[config.mk]
export PLATFORM = sky130hd
export DESIGN_NAME = tx_control_flat
export DESIGN_NICKNAME = d
export VERILOG_FILES = /design/src/rtl/tx_control_pkg.sv /design/src/rtl/tx_control_if.sv /design/src/rtl/tx_control.sv /design/src/flat_wrapper.sv
export SDC_FILE = /design/constraint.sdc
export NUM_CORES = 1
export LEC_CHECK = 0
export CORE_ASPECT_RATIO = 1.4
export CORE_MARGIN = 10
export CORE_UTILIZATION = 41
export CTS_CLUSTER_DIAMETER = 100
export DETAILED_ROUTE_END_ITERATION = 10
export PLACE_DENSITY_LB_ADDON = 0.08
export SYNTH_ARGS = -nofsm -noshare
export SYNTH_HDL_FRONTEND = slang
export SYNTH_SLANG_ARGS = --single-unit
[constraint.sdc]
create_clock -name clk -period 2 [get_ports clk]
set_clock_uncertainty 0.2 [all_clocks]
set_input_delay 0.4 -clock clk [delete_from_list [all_inputs] [get_ports clk]]
set_output_delay 0.4 -clock clk [all_outputs]
set_load 0.05 [all_outputs]
[src/rtl/tx_control_pkg.sv]
// Shared definitions for the TX/RX frame controllers: byte width and sequencer
// state encoding.
package tx_control_pkg;

    localparam int WIDTH = 8;

    typedef enum logic [1:0] {
        IDLE    = 2'd0,
        SEND_RD = 2'd1,
        SEND_LO = 2'd2,
        SEND_HI = 2'd3
    } tx_state_t;

endpackage

[src/rtl/tx_control_if.sv]
// Result-source and TX-FIFO signals of the transmit frame sequencer.
// The master side drives results and FIFO status; the slave side is the sequencer.
interface tx_control_if;
    import tx_control_pkg::*;

    logic [WIDTH-1:0]   rd_data;
    logic               rd_valid;
    logic [2*WIDTH-1:0] alu_out;
    logic               out_valid;
    logic               fifo_full;
    logic [WIDTH-1:0]   wr_data;
    logic               wr_inc;
    logic               busy;
    logic               overrun;

    modport master (
        output rd_data, rd_valid, alu_out, out_valid, fifo_full,
        input  wr_data, wr_inc, busy, overrun
    );

    modport slave (
        input  rd_data, rd_valid, alu_out, out_valid, fifo_full,
        output wr_data, wr_inc, busy, overrun
    );

endinterface

[src/rtl/tx_control.sv]
// Transmit frame sequencer: holds a register read (1 byte) or ALU result (2 bytes)
// and writes it into the TX FIFO one byte per cycle, stalling on FIFO full.
module tx_control
    import tx_control_pkg::*;
(
    input  logic        clk,
    input  logic        rst_n,
    tx_control_if.slave bus
);

    tx_state_t          state_q, state_d;
    logic [2*WIDTH-1:0] hold_q, hold_d;
    logic               overrun_q, overrun_d;
    logic               accept;

    always_ff @(posedge clk or negedge rst_n) begin
        if (!rst_n) begin
            state_q   <= IDLE;
            hold_q    <= '0;
            overrun_q <= 1'b0;
        end else begin
            state_q   <= state_d;
            hold_q    <= hold_d;
            overrun_q <= overrun_d;
        end
    end

    // A new result is taken in IDLE or in the cycle the last byte of a frame
    // leaves, so frames can follow each other without an idle bubble.
    always_comb begin
        state_d      = state_q;
        hold_d       = hold_q;
        overrun_d    = 1'b0;
        bus.wr_inc   = 1'b0;
        bus.wr_data  = hold_q[WIDTH-1:0];
        accept       = 1'b0;

        case (state_q)
            IDLE: begin
                accept = 1'b1;
            end
            SEND_RD: begin
                if (!bus.fifo_full) begin
                    bus.wr_inc = 1'b1;
                    state_d    = IDLE;
                    accept     = 1'b1;
                end
            end
            SEND_LO: begin
                if (!bus.fifo_full) begin
                    bus.wr_inc = 1'b1;
                    state_d    = SEND_HI;
                end
            end
            SEND_HI: begin
                bus.wr_data = hold_q[2*WIDTH-1:WIDTH];
                if (!bus.fifo_full) begin
                    bus.wr_inc = 1'b1;
                    state_d    = IDLE;
                    accept     = 1'b1;
                end
            end
            default: state_d = IDLE;
        endcase

        // Register reads take priority; any result that cannot be taken is lost.
        if (accept) begin
            if (bus.rd_valid) begin
                hold_d    = {{WIDTH{1'b0}}, bus.rd_data};
                state_d   = SEND_RD;
                overrun_d = bus.out_valid;
            end else if (bus.out_valid) begin
                hold_d  = bus.alu_out;
                state_d = SEND_LO;
            end
        end else begin
            overrun_d = bus.rd_valid | bus.out_valid;
        end
    end

    assign bus.busy    = (state_q != IDLE);
    assign bus.overrun = overrun_q;

endmodule

[src/flat_wrapper.sv]
// flat-port wrapper written by rule: the top's interface ports become plain ports
module tx_control_flat import tx_control_pkg::*;
  (clk, rst_n, bus_rd_data, bus_rd_valid, bus_alu_out, bus_out_valid, bus_fifo_full, bus_wr_data, bus_wr_inc, bus_busy, bus_overrun);
  tx_control_if bus_i ();
  input  logic clk;
  input  logic rst_n;
  input wire logic [$bits(bus_i.rd_data)-1:0] bus_rd_data;
  input wire logic [$bits(bus_i.rd_valid)-1:0] bus_rd_valid;
  input wire logic [$bits(bus_i.alu_out)-1:0] bus_alu_out;
  input wire logic [$bits(bus_i.out_valid)-1:0] bus_out_valid;
  input wire logic [$bits(bus_i.fifo_full)-1:0] bus_fifo_full;
  output wire logic [$bits(bus_i.wr_data)-1:0] bus_wr_data;
  output wire logic [$bits(bus_i.wr_inc)-1:0] bus_wr_inc;
  output wire logic [$bits(bus_i.busy)-1:0] bus_busy;
  output wire logic [$bits(bus_i.overrun)-1:0] bus_overrun;
  assign bus_i.rd_data = bus_rd_data;
  assign bus_i.rd_valid = bus_rd_valid;
  assign bus_i.alu_out = bus_alu_out;
  assign bus_i.out_valid = bus_out_valid;
  assign bus_i.fifo_full = bus_fifo_full;
  assign bus_wr_data = bus_i.wr_data;
  assign bus_wr_inc = bus_i.wr_inc;
  assign bus_busy = bus_i.busy;
  assign bus_overrun = bus_i.overrun;
  tx_control u_core (.clk(clk), .rst_n(rst_n), .bus(bus_i));
endmodule
==> results of run 1 <==
[where the power goes]
group	switching, mW	leakage, nW	internal (mW)
logic	0.372	0.448	0.371
clock network	0.119	0.0177	0.0744
registers	0.0508	0.233	0.457
[repair_timing]
action | CTS | global route
pin swaps | 1 | 1
cloned | 0 | 0
setup buffers | 2 | 1
setup endpoints to repair | 8 | 9
resized for setup | 12 | 12
[cell families after synthesis]
family	after synthesis	synth area share
AO/OA/AOI/OAI	11	0.112
multiplexers	25	0.312
flip-flops	19	0.507
AND/OR/NAND/NOR	6	0.0413
adder cells (fa/ha/maj)	1	0.0107
buffers and inverters	2	0.0173
[stage by stage]
step | instances | hold slack, ns | area, um^2 | worst slack [ns] | power [mW]
2_1_floorplan | 64 | -0.0956 | 941 | 0.188 | 0.921
3_3_place_gp | 129 | 0.281 | 1390 | -0.143 | 1.13
3_5_place_dp | 129 | 0.280 | 1390 | -0.174 | 1.14
4_1_cts | 135 | 0.233 | 1470 | -0.0280 | 1.40
5_1_grt | 136 | 0.242 | 1530 | -0.0269 | 1.52
6_report | 136 | 0.228 | 1530 | 0.0134 | 1.44
[worst max-delay path: stages (launching register included)]
cell and delay [ns]:
dfrtp_2 0.47, nand2_8 0.14, mux2_4 0.32, buf_6 0.15
[Yosys cell counts]
cell type	instances
o21bai_4	1
buf_6	1
mux2_2	22
nor2b_1	1
nand2_1	2
nor3b_2	1
a22o_1	8
o22a_1	1
buf_2	1
mux2_4	3
or2_2	1
dfrtp_1	19
a21o_1	1
maj3_1	1
nand2b_1	1
[final timing paths]
check | startpoint | to | slack (ns) | cells past startpoint
worst min-delay path | rst_n | u_core.hold_q[7] | 0.23 | 2
worst max register to register | u_core.state_q[1] | u_core.hold_q[7] | 0.03 | 5
min in group clk | u_core.hold_q[8] | u_core.hold_q[8] | 0.31 | 1
max in group asynchronous | rst_n | u_core.state_q[1] | 1.15 | 2
worst min register to register | u_core.hold_q[8] | u_core.hold_q[8] | 0.31 | 1
worst max-delay path | u_core.state_q[1] | bus_wr_data[3] | 0.01 | 3
[flip-flops by register name, summed over array words and instances, names as in the netlist]
register and cells:
u_core.state_q 2, u_core.bus.overrun 1, u_core.hold_q 16
[layout make-up]
type	count	area, um^2	area share
Tap cell	22	27.5	0.0180
Multi-Input combinational cell	43	504	0.330
Sequential cell	19	478	0.313
Clock buffer	3	22.5	0.0148
Timing Repair Buffer	48	489	0.320
Clock inverter	1	5.00	0.00328
[per-layer routing]
layer	share of wire	GRT usage	vias to the layer above
met3	0.087	0.0450	2
met2	0.52	0.175	22
met1	0.38	0.118	353
met5	0	0	-
li1	-	-	337
met4	0.0070	0.0264	0
==> results by group, run 1 <==
Outcome
  – Run status: complete, no violations

Final layout
  – Fraction of layout instances using a drive strength above 1: 0.491
  – FILL cells: 165
  – Finished Core Util: 0.701
  – Syn-to-layout area delta: 62.7%
  – Final nets: 144
  – Most frequent cells in the layout: 28 x clkdlybuf4s50_1, 17 x dfrtp_1, 14 x mux2_2
  – Commonest non-fill, non-tap cell in the layout: clkdlybuf4s50_1
  – Ant. Diodes: 0

Die
  – Die ar.: 4630 um^2
  – Cell row count: 20
  – Die W: 60.4 um
  – Die Span Y: 76.6 um
  – IO Count: 40
  – Initial core utilization: 0.431
  – Core area: 2180 um^2

Routing
  – Initial DRC count: 9
  – Via count: 714
  – Wire per inst: 17.8 um
  – Antenna Violating Nets Remaining: 0
  – Routed wire length: 2420 um
  – Via/cell ratio: 5.25
  – First-pass iteration count of the detailed router: 5
  – Drt drc: 0

Global route
  – Vias in the first global route: 804
  – Pin count of the biggest net entering global routing: 20
  – Gr ovfl total: 0
  – First-pass GRT wire length: 3910 um
  – GRT Util Overall: 0.105
  – Initial antenna violation count: 0

Place
  – Gpl congestion: 0.713
  – Dpl hpwl: 1750 um
  – Port Buffer Count: 39

Timing
  – Final-report hold violation count: 0
  – Max Transition Viols Final: 0
  – Setup TNS: 0 ns
  – Max_slew headroom: 0.682
  – Maximum operating frequency: 0.503 GHz
  – Worst slew pin tran: 0.476 ns
  – Unrepaired setup endpoints after global routing: yes
  – Final Cycle Share: 0.993
  – Min Tclk post-route: 1.99 ns
  – Final setup viols: 0

Clock tree
  – CTS Sinks: 19
  – CTS HTree Levels: 1
  – Root buf cell: clkbuf_4
  – Clock Latency Late Sink: 0.30 ns
  – CTS tree: built
  – Clock buffer depth: 2
  – Clock-pin slew on the worst setup and hold paths: 0.11 ns
  – TritonCTS Buffers: 3
  – Hold Buf Count CTS: 0

Synthesis
  – Synth warnings: 0
  – Top cells by area, synth: dfrtp_1 51%, mux2_2 26%, a22o_1 7.5%, mux2_4 4.8%, o21bai_4 2.0%
  – Mapped Nets: 93
  – Largest area contributor in the synthesized netlist: dfrtp_1
  – Yosys reg bits: 19
  – Post-Syn Area: 938 um^2
  – Cell count after synthesis: 64
  – Netlist cell types: 15
  – Synth Area per Inst: 14.7 um^2
  – Seq/Total Area, Yosys: 0.507
  – Yosys top cell area share: 0.507

Hold path
  – Class of the worst hold path: input pin to async pin

Worst setup path
  – Setup Crit Path Kind: register to output pin
  – CP arrival: 1.39 ns
  – Req. time, crit path: 1.40 ns
  – Critical Path Sink Type: output pin
  – Startpoint Class: register
  – Maximum fanout along the worst path: 8

Job
  – Number of max-cap violations: 0

Power and ir drop
  – Worst VDD drop: 0.000569 V
  – Power Dens Cells: 946 nW/um^2
  – Pleak: 0.699 nW
Note: power is estimated with default switching activity, not from simulation.
==> inputs of run 2 (changes only) <==
HOLD_SLACK_MARGIN = 0.15   (was default)
PLACE_DENSITY = 0.8   (was default)
PLACE_DENSITY_LB_ADDON = default   (was 0.08)
==> run 2 against run 1 <==
Clock power barely moved. Critical endpoint is now bus_wr_data[1]. Non-clock buffer count rose by 3. Routed wire length rose by 7.2%. Sequential power barely moved. Sequential cell count did not move. Die area did not move.
==> results by group, run 2 (synthesis gave the netlist of run 1 again) <==
Timing
  – Final Cycle Share: 0.993 (about the same)
  – Maximum operating frequency: 0.503 GHz (about the same)
  – Max Transition Viols Final: 0 (unchanged)
  – Final setup viols: 0 (unchanged)
  – Min Tclk post-route: 1.99 ns (+0.000104 ns)
  – Unrepaired setup endpoints after global routing: yes
  – Final-report hold violation count: 0 (unchanged)
  – Worst slew pin tran: 0.467 ns (-0.00859 ns)
  – Max_slew headroom: 0.688 (+0.00574)

Global route
  – Gr ovfl total: 0 (unchanged)
  – First-pass GRT wire length: 4340 um (+11%)
  – Pin count of the biggest net entering global routing: 20 (unchanged)
  – Initial antenna violation count: 0 (unchanged)
  – GRT Util Overall: 0.116 (+0.0102)
  – Vias in the first global route: 874 (+8.7%)

Routing
  – Drt drc: 0 (unchanged)
  – Antenna Violating Nets Remaining: 0 (unchanged)
  – Via/cell ratio: 5.39 (+2.6%)
  – Initial DRC count: 11 (+2)
  – Wire per inst: 18.7 um (+4.9%)
  – Routed wire length: 2600 um (+7.2%)
  – First-pass iteration count of the detailed router: 4 (-1)
  – Via count: 749 (+4.9%)

Final layout
  – Most frequent cells in the layout: 28 x clkdlybuf4s50_1, 17 x dfrtp_1, 14 x mux2_2
  – Ant. Diodes: 0 (unchanged)
  – Fraction of layout instances using a drive strength above 1: 0.496 (+0.00450)
  – Top reg by flops: u_core.hold_q
  – Max reg flops: 16 (unchanged)
  – FILL cells: 167 (+1.2%)
  – Finished Core Util: 0.706 (+0.00517)
  – Syn-to-layout area delta: 63.9%
  – Commonest non-fill, non-tap cell in the layout: clkdlybuf4s50_1
  – Final nets: 147 (+2.1%)

Clock tree
  – Clock-pin slew on the worst setup and hold paths: 0.11 ns (about the same)
  – Hold Buf Count CTS: 0 (unchanged)
  – CTS HTree Levels: 1 (unchanged)
  – TritonCTS Buffers: 3 (unchanged)
  – CTS Sinks: 19 (unchanged)
  – CTS tree: built
  – Clock Latency Late Sink: 0.29 ns (about the same)
  – Clock buffer depth: 2 (unchanged)
  – Root buf cell: clkbuf_4

Hold path
  – Class of the worst hold path: input pin to async pin

Power and ir drop
  – Worst VDD drop: 0.000731 V (+29%)
  – Switching Fraction: 0.374 (-0.00176)
  – Internal: 912 uW (+1.2%)
  – Sw Pwr: 544 uW (+0.41%)
  – Final Power: 1.46 mW (+0.88%)
  – Combinational power share: 0.517 (+0.003)
  – Sequential share of power: 0.350 (about the same)
  – Power Dens Cells: 947 nW/um^2 (+0.14%)
  – Power share of the clock group: 0.133 (about the same)
  – Pleak: 0.712 nW (+1.9%)

Die
  – Die ar.: 4630 um^2 (unchanged)
  – Cell row count: 20 (unchanged)
  – Die W: 60.4 um (unchanged)
  – Die Span Y: 76.6 um (unchanged)
  – Initial core utilization: 0.431 (unchanged)
  – IO Count: 40 (unchanged)
  – Core area: 2180 um^2 (unchanged)

Worst setup path
  – Startpoint Class: register
  – Setup Crit Path Kind: register to output pin
  – Critical Path Sink Type: output pin
  – CP arrival: 1.39 ns (about the same)
  – Req. time, crit path: 1.40 ns (about the same)
  – FF-to-FF setup slack: 0.04 ns (about the same)
  – Maximum fanout along the worst path: 8 (unchanged)

Place
  – Gpl congestion: 0.749 (+5.1%)
  – Port Buffer Count: 39 (unchanged)
  – Dpl hpwl: 2000 um (+14%)

Outcome
  – Run status: complete, no violations

Job
  – Number of max-cap violations: 0 (unchanged)
==> run 2: cell count changes in the layout (fill, tap and decap cells not counted), sizes merged <==
cell	change
clkinv	-1
clkbuf	+1
buf	+3
==> run 2: routing by layer <==
| metal | wire length, um | track usage | vias up |
|---|---|---|---|
| li1 | - | - | 344 |
| met5 | 0 | 0 | - |
| met2 | 1420 | 0.197 | 27 |
| met4 | 0 | 0.0132 | 0 |
| met3 | 172 | 0.0483 | 0 |
| met1 | 1000 | 0.132 | 378 |
==> run 2: what timing repair did <==
action | 4_1_cts | 5_1_grt
hold endpoints to repair | 0 | 0
pin swaps | 1 | 2
setup buffers | 2 | 1
endpoints found under the setup margin | 9 | 9
resized for setup | 15 | 10
==> run 2: worst max-delay path, cell delays in order, from the launching register on <==
cell and delay (ns):
dfrtp_2 0.47, nand2_8 0.14, mux2_4 0.32, buf_6 0.15
==> run 2: area by class of cell <==
| type | instances | area (um^2) | share of cell area |
|---|---|---|---|
| multi-input cells | 43 | 503 | 0.327 |
| flip-flops and latches | 19 | 478 | 0.311 |
| repair buffers | 51 | 503 | 0.327 |
| well taps | 22 | 27.5 | 0.0179 |
| clock buffers | 4 | 26.3 | 0.0171 |
==> run 2: path summary, 6_finish.rpt <==
path                              startpoint                 to  cells past startpoint
hold reg to reg            u_core.hold_q[14]  u_core.hold_q[14]                      1
hold / removal                         rst_n   u_core.hold_q[4]                      2
min in group clk           u_core.hold_q[14]  u_core.hold_q[14]                      1
setup reg to reg           u_core.state_q[1]   u_core.hold_q[7]                      5
setup / recovery           u_core.state_q[1]     bus_wr_data[1]                      3
max in group asynchronous              rst_n  u_core.state_q[0]                      2
==> run 2: power groups by stage <==
stage               combinational, mW  sequential, mW  clock [mW]
detailed placement              0.646           0.500           0
CTS                             0.720           0.497       0.197
global route                    0.796           0.518       0.216
floorplan                       0.421           0.500           0
finish                          0.753           0.509       0.194
global placement                0.638           0.496           0
==> run 2: metrics by stage <==
stage          instance area, um^2  setup TNS, ns  cells  hold slack (ns)  setup WS (ns)
2_1_floorplan                  941              0     64          -0.0956          0.188
3_3_place_gp                  1400         -0.596    132            0.278        -0.0855
3_5_place_dp                  1400         -0.723    132            0.282         -0.104
4_1_cts                       1490         -0.143    138            0.245        -0.0275
5_1_grt                       1540         -0.312    139            0.237        -0.0382
6_report                      1540              0    139            0.242         0.0133
